## src/rtl/flappy_pkg.sv

```systemverilog
// Shared constants, word-field positions and FSM state encoding for the flappy autopilot.
// The optional coin-chasing feature is enabled with AUTOPILOT_COIN_EN.
package flappy_pkg;

    localparam int BIRD_X   = 40;
    localparam int BIRD_H   = 16;
    localparam int PIPE_W   = 50;
    localparam int SCREEN_W = 640;

    localparam int PIPE_GAP_LSB = 20;
    localparam int PIPE_GAP_W   = 8;
    localparam int PIPE_X_LSB   = 10;
    localparam int PIPE_X_W     = 10;
    localparam int PIPE_Y_LSB   = 0;
    localparam int PIPE_Y_W     = 10;

    localparam int COIN_VALID_BIT = 31;
    localparam int COIN_Y_LSB     = 10;
    localparam int COIN_X_LSB     = 0;
    localparam int COIN_F_W       = 10;

    typedef enum logic [2:0] {
        IDLE     = 3'd0,
        TRACK    = 3'd1,
        PRESS    = 3'd2,
        RELEASE  = 3'd3,
        COOLDOWN = 3'd4
    } ap_state_t;

endpackage

```

## src/rtl/flappy_target_sel.sv

```systemverilog
// Combinational target picker: chooses the nearest pipe still ahead of the bird and
// derives the flap demand. Coin chasing is compiled in with AUTOPILOT_COIN_EN.
module flappy_target_sel
    import flappy_pkg::*;
#(
    parameter int MARGIN  = 6,
    parameter int FLOOR_Y = 240
) (
    input  logic [31:0] pipe1,
    input  logic [31:0] pipe2,
    input  logic [31:0] pipe3,
    input  logic [31:0] coin,
    input  logic [9:0]  by,
    input  logic        rising,
    output logic [1:0]  target_sel,
    output logic [10:0] tgt,
    output logic        demand
);

    logic [31:0] pipes [3];
    logic [31:0] sel_word;
    logic [10:0] px;
    logic [10:0] best_x;
    logic [10:0] gap_y;
    logic [10:0] half_gap;
    logic [10:0] sum;
    logic [10:0] pipe_tgt;

    assign pipes[0] = pipe1;
    assign pipes[1] = pipe2;
    assign pipes[2] = pipe3;

    always_comb begin
        target_sel = 2'd0;
        best_x     = '0;
        sel_word   = '0;
        px         = '0;
        // Strict less-than keeps the lowest index on an x tie.
        for (int i = 0; i < 3; i++) begin
            px = {1'b0, pipes[i][PIPE_X_LSB +: PIPE_X_W]};
            if ((px + 11'(PIPE_W) > 11'(BIRD_X)) && (target_sel == 2'd0 || px < best_x)) begin
                target_sel = 2'(i + 1);
                best_x     = px;
                sel_word   = pipes[i];
            end
        end
    end

    assign gap_y    = {1'b0, sel_word[PIPE_Y_LSB +: PIPE_Y_W]};
    assign half_gap = {3'b000, sel_word[PIPE_GAP_LSB +: PIPE_GAP_W] >> 1};
    assign sum      = gap_y + half_gap;
    assign pipe_tgt = (sum < 11'(BIRD_H / 2)) ? 11'd0 : sum - 11'(BIRD_H / 2);

`ifdef AUTOPILOT_COIN_EN
    logic [10:0] cx;
    logic [10:0] cy;
    logic        coin_valid;
    logic        unused_bits;

    assign cx          = {1'b0, coin[COIN_X_LSB +: COIN_F_W]};
    assign cy          = {1'b0, coin[COIN_Y_LSB +: COIN_F_W]};
    assign coin_valid  = coin[COIN_VALID_BIT];
    assign unused_bits = ^{coin[30:20], pipe1[31:28], pipe2[31:28], pipe3[31:28]};

    always_comb begin
        tgt = (target_sel == 2'd0) ? 11'(FLOOR_Y) : pipe_tgt;
        if (coin_valid && cx >= 11'(BIRD_X)) begin
            if (target_sel == 2'd0)
                tgt = cy;
            else if (cx < best_x && cy >= gap_y
                     && cy < gap_y + {3'b000, sel_word[PIPE_GAP_LSB +: PIPE_GAP_W]})
                tgt = cy;
        end
    end
`else
    logic unused_bits;

    assign unused_bits = ^{coin, pipe1[31:28], pipe2[31:28], pipe3[31:28]};
    assign tgt         = (target_sel == 2'd0) ? 11'(FLOOR_Y) : pipe_tgt;
`endif

    assign demand = (({1'b0, by} + 11'(MARGIN)) < tgt) && !rising;

endmodule

```

## src/rtl/flappy_autopilot.sv

```systemverilog
// Autopilot player: issues debounce-safe flap presses toward the selected pipe gap.
// Optional coin chasing in the target picker is enabled with AUTOPILOT_COIN_EN.
module flappy_autopilot
    import flappy_pkg::*;
#(
    parameter int MARGIN         = 6,
    parameter int PRESS_TICKS    = 2,
    parameter int RELEASE_TICKS  = 1,
    parameter int COOLDOWN_TICKS = 3,
    parameter int FLOOR_Y        = 240
) (
    input  logic        clk_100ms,
    input  logic        rst,
    input  logic        enable,
    input  logic [1:0]  status,
    input  logic [15:0] bird_y,
    input  logic [31:0] pipe1,
    input  logic [31:0] pipe2,
    input  logic [31:0] pipe3,
    input  logic [31:0] coin,
    output logic        up,
    output logic        pipe_up,
    output logic        pipe_down,
    output logic [1:0]  target_sel,
    output logic [7:0]  flap_cnt,
    output ap_state_t   state
);

    logic        active;
    logic [9:0]  by;
    logic [1:0]  sel_next;
    logic [10:0] tgt;
    logic        demand;
    logic [7:0]  cnt;
    logic [8:0]  cnt_inc;

    assign active    = enable && (status == 2'd0 || status == 2'd3);
    // A bird wrapped below the floor sits at y=0 so it always demands a flap.
    assign by        = (bird_y[14:10] != 5'd0) ? 10'd0 : bird_y[9:0];
    assign cnt_inc   = {1'b0, cnt} + 9'd1;
    assign pipe_up   = 1'b0;
    assign pipe_down = 1'b0;

    flappy_target_sel #(
        .MARGIN  (MARGIN),
        .FLOOR_Y (FLOOR_Y)
    ) u_sel (
        .pipe1      (pipe1),
        .pipe2      (pipe2),
        .pipe3      (pipe3),
        .coin       (coin),
        .by         (by),
        .rising     (bird_y[15]),
        .target_sel (sel_next),
        .tgt        (tgt),
        .demand     (demand)
    );

    always_ff @(posedge clk_100ms or negedge rst) begin
        if (!rst) begin
            state      <= IDLE;
            up         <= 1'b0;
            cnt        <= '0;
            flap_cnt   <= '0;
            target_sel <= 2'd0;
        end else begin
            if (active)
                target_sel <= sel_next;
            if (!active) begin
                state <= IDLE;
                up    <= 1'b0;
                cnt   <= '0;
            end else begin
                case (state)
                    IDLE: begin
                        up    <= 1'b0;
                        cnt   <= '0;
                        state <= TRACK;
                    end
                    TRACK: begin
                        if (demand) begin
                            up    <= 1'b1;
                            cnt   <= '0;
                            state <= PRESS;
                            if (flap_cnt != 8'hFF)
                                flap_cnt <= flap_cnt + 8'd1;
                        end
                    end
                    // Once started, a press runs its full length regardless of demand.
                    PRESS: begin
                        if (cnt_inc >= 9'(PRESS_TICKS)) begin
                            up    <= 1'b0;
                            cnt   <= '0;
                            state <= RELEASE;
                        end else begin
                            cnt <= cnt + 8'd1;
                        end
                    end
                    RELEASE: begin
                        if (cnt_inc >= 9'(RELEASE_TICKS)) begin
                            cnt   <= '0;
                            state <= (COOLDOWN_TICKS == 0) ? TRACK : COOLDOWN;
                        end else begin
                            cnt <= cnt + 8'd1;
                        end
                    end
                    COOLDOWN: begin
                        if (cnt_inc >= 9'(COOLDOWN_TICKS)) begin
                            cnt   <= '0;
                            state <= TRACK;
                        end else begin
                            cnt <= cnt + 8'd1;
                        end
                    end
                    default: begin
                        up    <= 1'b0;
                        cnt   <= '0;
                        state <= IDLE;
                    end
                endcase
            end
        end
    end

endmodule

```

## config.mk

```make
export PLATFORM = sky130hd
export DESIGN_NAME = flappy_autopilot
export DESIGN_NICKNAME = d
export VERILOG_FILES = /design/src/rtl/flappy_pkg.sv /design/src/rtl/flappy_target_sel.sv /design/src/rtl/flappy_autopilot.sv
export SDC_FILE = /design/constraint.sdc
export NUM_CORES = 1
export LEC_CHECK = 0
export BUFFER_PORTS_ARGS = -buffer_cell sky130_fd_sc_hd__buf_2
export CORE_MARGIN = 1
export CORE_UTILIZATION = 40
export DETAILED_ROUTE_END_ITERATION = 6
export HOLD_SLACK_MARGIN = 0.12
export PLACE_DENSITY = 0.7
export SLEW_MARGIN = 30
export SYNTH_ARGS = -nofsm -noshare
export SYNTH_HDL_FRONTEND = slang
export SYNTH_HIERARCHICAL = 1
export SYNTH_SLANG_ARGS = --single-unit
```

## constraint.sdc

```tcl
create_clock -name clk_100ms -period 2.1 [get_ports clk_100ms]
set_input_delay 0.105 -clock clk_100ms [delete_from_list [all_inputs] [get_ports clk_100ms]]
set_output_delay 0.105 -clock clk_100ms [all_outputs]
set_load 0.05 [all_outputs]
```

==> flow_metrics.tcl <==
set metrics [dict create \
    fin_tns_setup_ns -117.95 \
    slew_violations 0 \
    fp.dieArea_um2 9290 \
    crit_path_frequent_cell "a21o_1" \
    rows 34 \
    drtIter0Drc 190 \
    pin_count 165 \
    fp.dieW_um 96.4 \
    rr_worst_depth 7 \
    clockRootBuffer "clkbuf_8" \
    clock_path_buffers 2 \
    clock_sinks 22 \
    status "finished, violations left" \
    nFillCells 685 \
    period_minus_slack_ns 8.31 \
    areaGrowthSynthToFinish_pct 58.5 \
    layout.nets 894 \
    clk_latency_ns 0.26 \
    setup_slack_ns -6.21 \
    clock.fmax_mhz 120 \
    finalWeightedCongestion 0.891 \
    max_stage_delay_ns 0.49 \
    ir_drop_mv 0.812 \
    worstPathArrival_ns 8.47 \
    drcViolationCount 0 \
    avgSynthCellArea_um2 7.53 \
    critPathRequiredTime_ns 2.25 \
    regToRegEndpoint "cnt[0]$_DFFE_PN0P_" \
    endpoint_kind "flip-flop" \
    worstMarginPinSlew_ns 0.511 \
    crit_type "in2reg" \
    wl_mm 11.9 \
    crit_path_start "pipe1[11]" \
    initial_core_util 0.410 \
    vias 4390 \
    pwr_density_cell_nw_per_um2 664 \
    fin_crit_sh 3.96 \
    critPathLaunchType "primary input" \
    grt_antenna_before_repair 0 \
    multiInputGateArea_um2 3260 \
    rsz0062_at_grt "yes" \
    skew_ns 0.00343 \
    setup_viol 21 \
    failed_checks "negative setup slack" \
    postSynthCellCount 473 \
    gr-total-overflow 0 \
    cts.clk_slew.worst_paths_ns 0.08 \
    reg2reg_setup_slack_ns 0.10 \
    htree_levels 1 \
    grt_pass1_wl_mm 18.3 \
    crit_end "flap_cnt[5]$_DFFE_PN0P_" \
    yosys_warnings 6 \
    antenna_cells 0 \
    drv_cap 0 \
    place_hpwl_mm 9.43 \
    slowest_stage "a2111o_2" \
    r2r-start "cnt[0]$_DFFE_PN0P_" \
    core_um2 8680 \
    wl_per_cell_um 14.8 \
    synth_area_um2 3560 \
    finalInstanceArea_um2 5650 \
    tritoncts "yes" \
    die_h_um 96.4 \
    hold_viol 0 \
    p_leak_nw 2.84 \
    avgViaCountPerCell 5.45 \
    relSlewSlack 0.655 \
    min_path_type "in2reg" \
    crit_fanout 10 \
    ant_nets 0 \
    track_usage 0.247 \
    grt_pass1_vias 4245 \
    cts_inserted_buffers 3 \
    grt_max_degree 23 \
    ff_latch_area_um2 552 \
    drive_gt1_frac 0.466 \
    dr.pass1.iters 4 \
    numPortBuffers 115 \
    placed_cell_area_um2 5120 \
]
where the power goes:
group / total, mW / internal, mW / switching, mW
combinational: 2.94 / 1.46 / 1.47
clock: 0.301 / 0.167 / 0.133
sequential: 0.510 / 0.463 / 0.0470
per-layer routing:
| metal | share of wire | GRT usage | vias up | wire length, um |
|---|---|---|---|---|
| li1 | - | - | 2173 | - |
| met1 | 0.42 | 0.290 | 2067 | 5050 |
| met2 | 0.51 | 0.485 | 128 | 6120 |
| met3 | 0.043 | 0.0149 | 22 | 508 |
| met4 | 0.018 | 0.0588 | 0 | 218 |
| met5 | 0 | 0 | - | 0 |
state kept, by name (all words and copies together) (netlist names):
register    cells
cnt             8
flap_cnt        8
state           3
target_sel      2
up              1
cell type report:
class,count,area share
clock buffer,4,0.00975
inverter,29,0.0193
multi-input combinational,408,0.578
sequential,22,0.0977
tap,108,0.0239
timing repair buffer,234,0.271
worst max-delay path: cells and delay by family:
family / cells / cell delay (ns)
adder cells (fa/ha/maj): 7 / 1.66
AND/OR/NAND/NOR: 13 / 1.79
XOR/XNOR: 1 / 0.13
buffers and inverters: 6 / 0.62
AO/OA/AOI/OAI: 24 / 4.15
stage by stage:
stage | setup WS, ns | util | std cells | power [mW] | hold slack, ns
6_report | -6.21 | 0.651 | 805 | 3.75 | 0.285
5_1_grt | -6.65 | 0.651 | 805 | 4.04 | 0.308
4_1_cts | -6.21 | 0.620 | 794 | 3.46 | 0.283
3_5_place_dp | -6.80 | 0.590 | 783 | 3.00 | 0.0922
3_3_place_gp | -6.57 | 0.590 | 783 | 2.91 | 0.0808
2_1_floorplan | -7.04 | - | 474 | 2.02 | -0.191
placed cells by master, fill, tap and decap left out, types with 6 or more instances in the layout:
master	count
xnor2_1	15
and3_1	8
ha_4	7
nand4_1	8
buf_2	113
dfrtp_1	21
nand2_1	38
o21ai_0	13
nand2_2	7
a31oi_1	11
xor2_1	7
a211oi_1	6
buf_4	107
inv_1	26
buf_6	11
nor2_1	42
and2_1	16
a21o_1	14
ha_1	37
nand3_1	35
a21oi_1	18
a21oi_2	6
worst min path at each step:
stage	start	end	slack [ns]	depth (start not counted)
after floorplan	rst	cnt[0]$_DFFE_PN0P_	-0.19	0
after global placement	rst	state[1]$_DFFE_PN0P_	0.08	1
after detailed placement	rst	state[1]$_DFFE_PN0P_	0.09	1
after CTS	enable	target_sel[0]$_DFFE_PN0P_	0.28	4
after global routing	enable	target_sel[1]$_DFFE_PN0P_	0.31	4
final	enable	target_sel[1]$_DFFE_PN0P_	0.29	4
repair_timing:
item | 4_1_cts | 5_1_grt
hold buffers | 1 | 0
setup endpoints to repair | 21 | 22
cloned | 1 | 0
endpoints found under the hold margin | 22 | 0
setup buffers | 6 | 12
pin swaps | 17 | 15
resized for setup | 35 | 41
(Power assumes the default switching activity.)
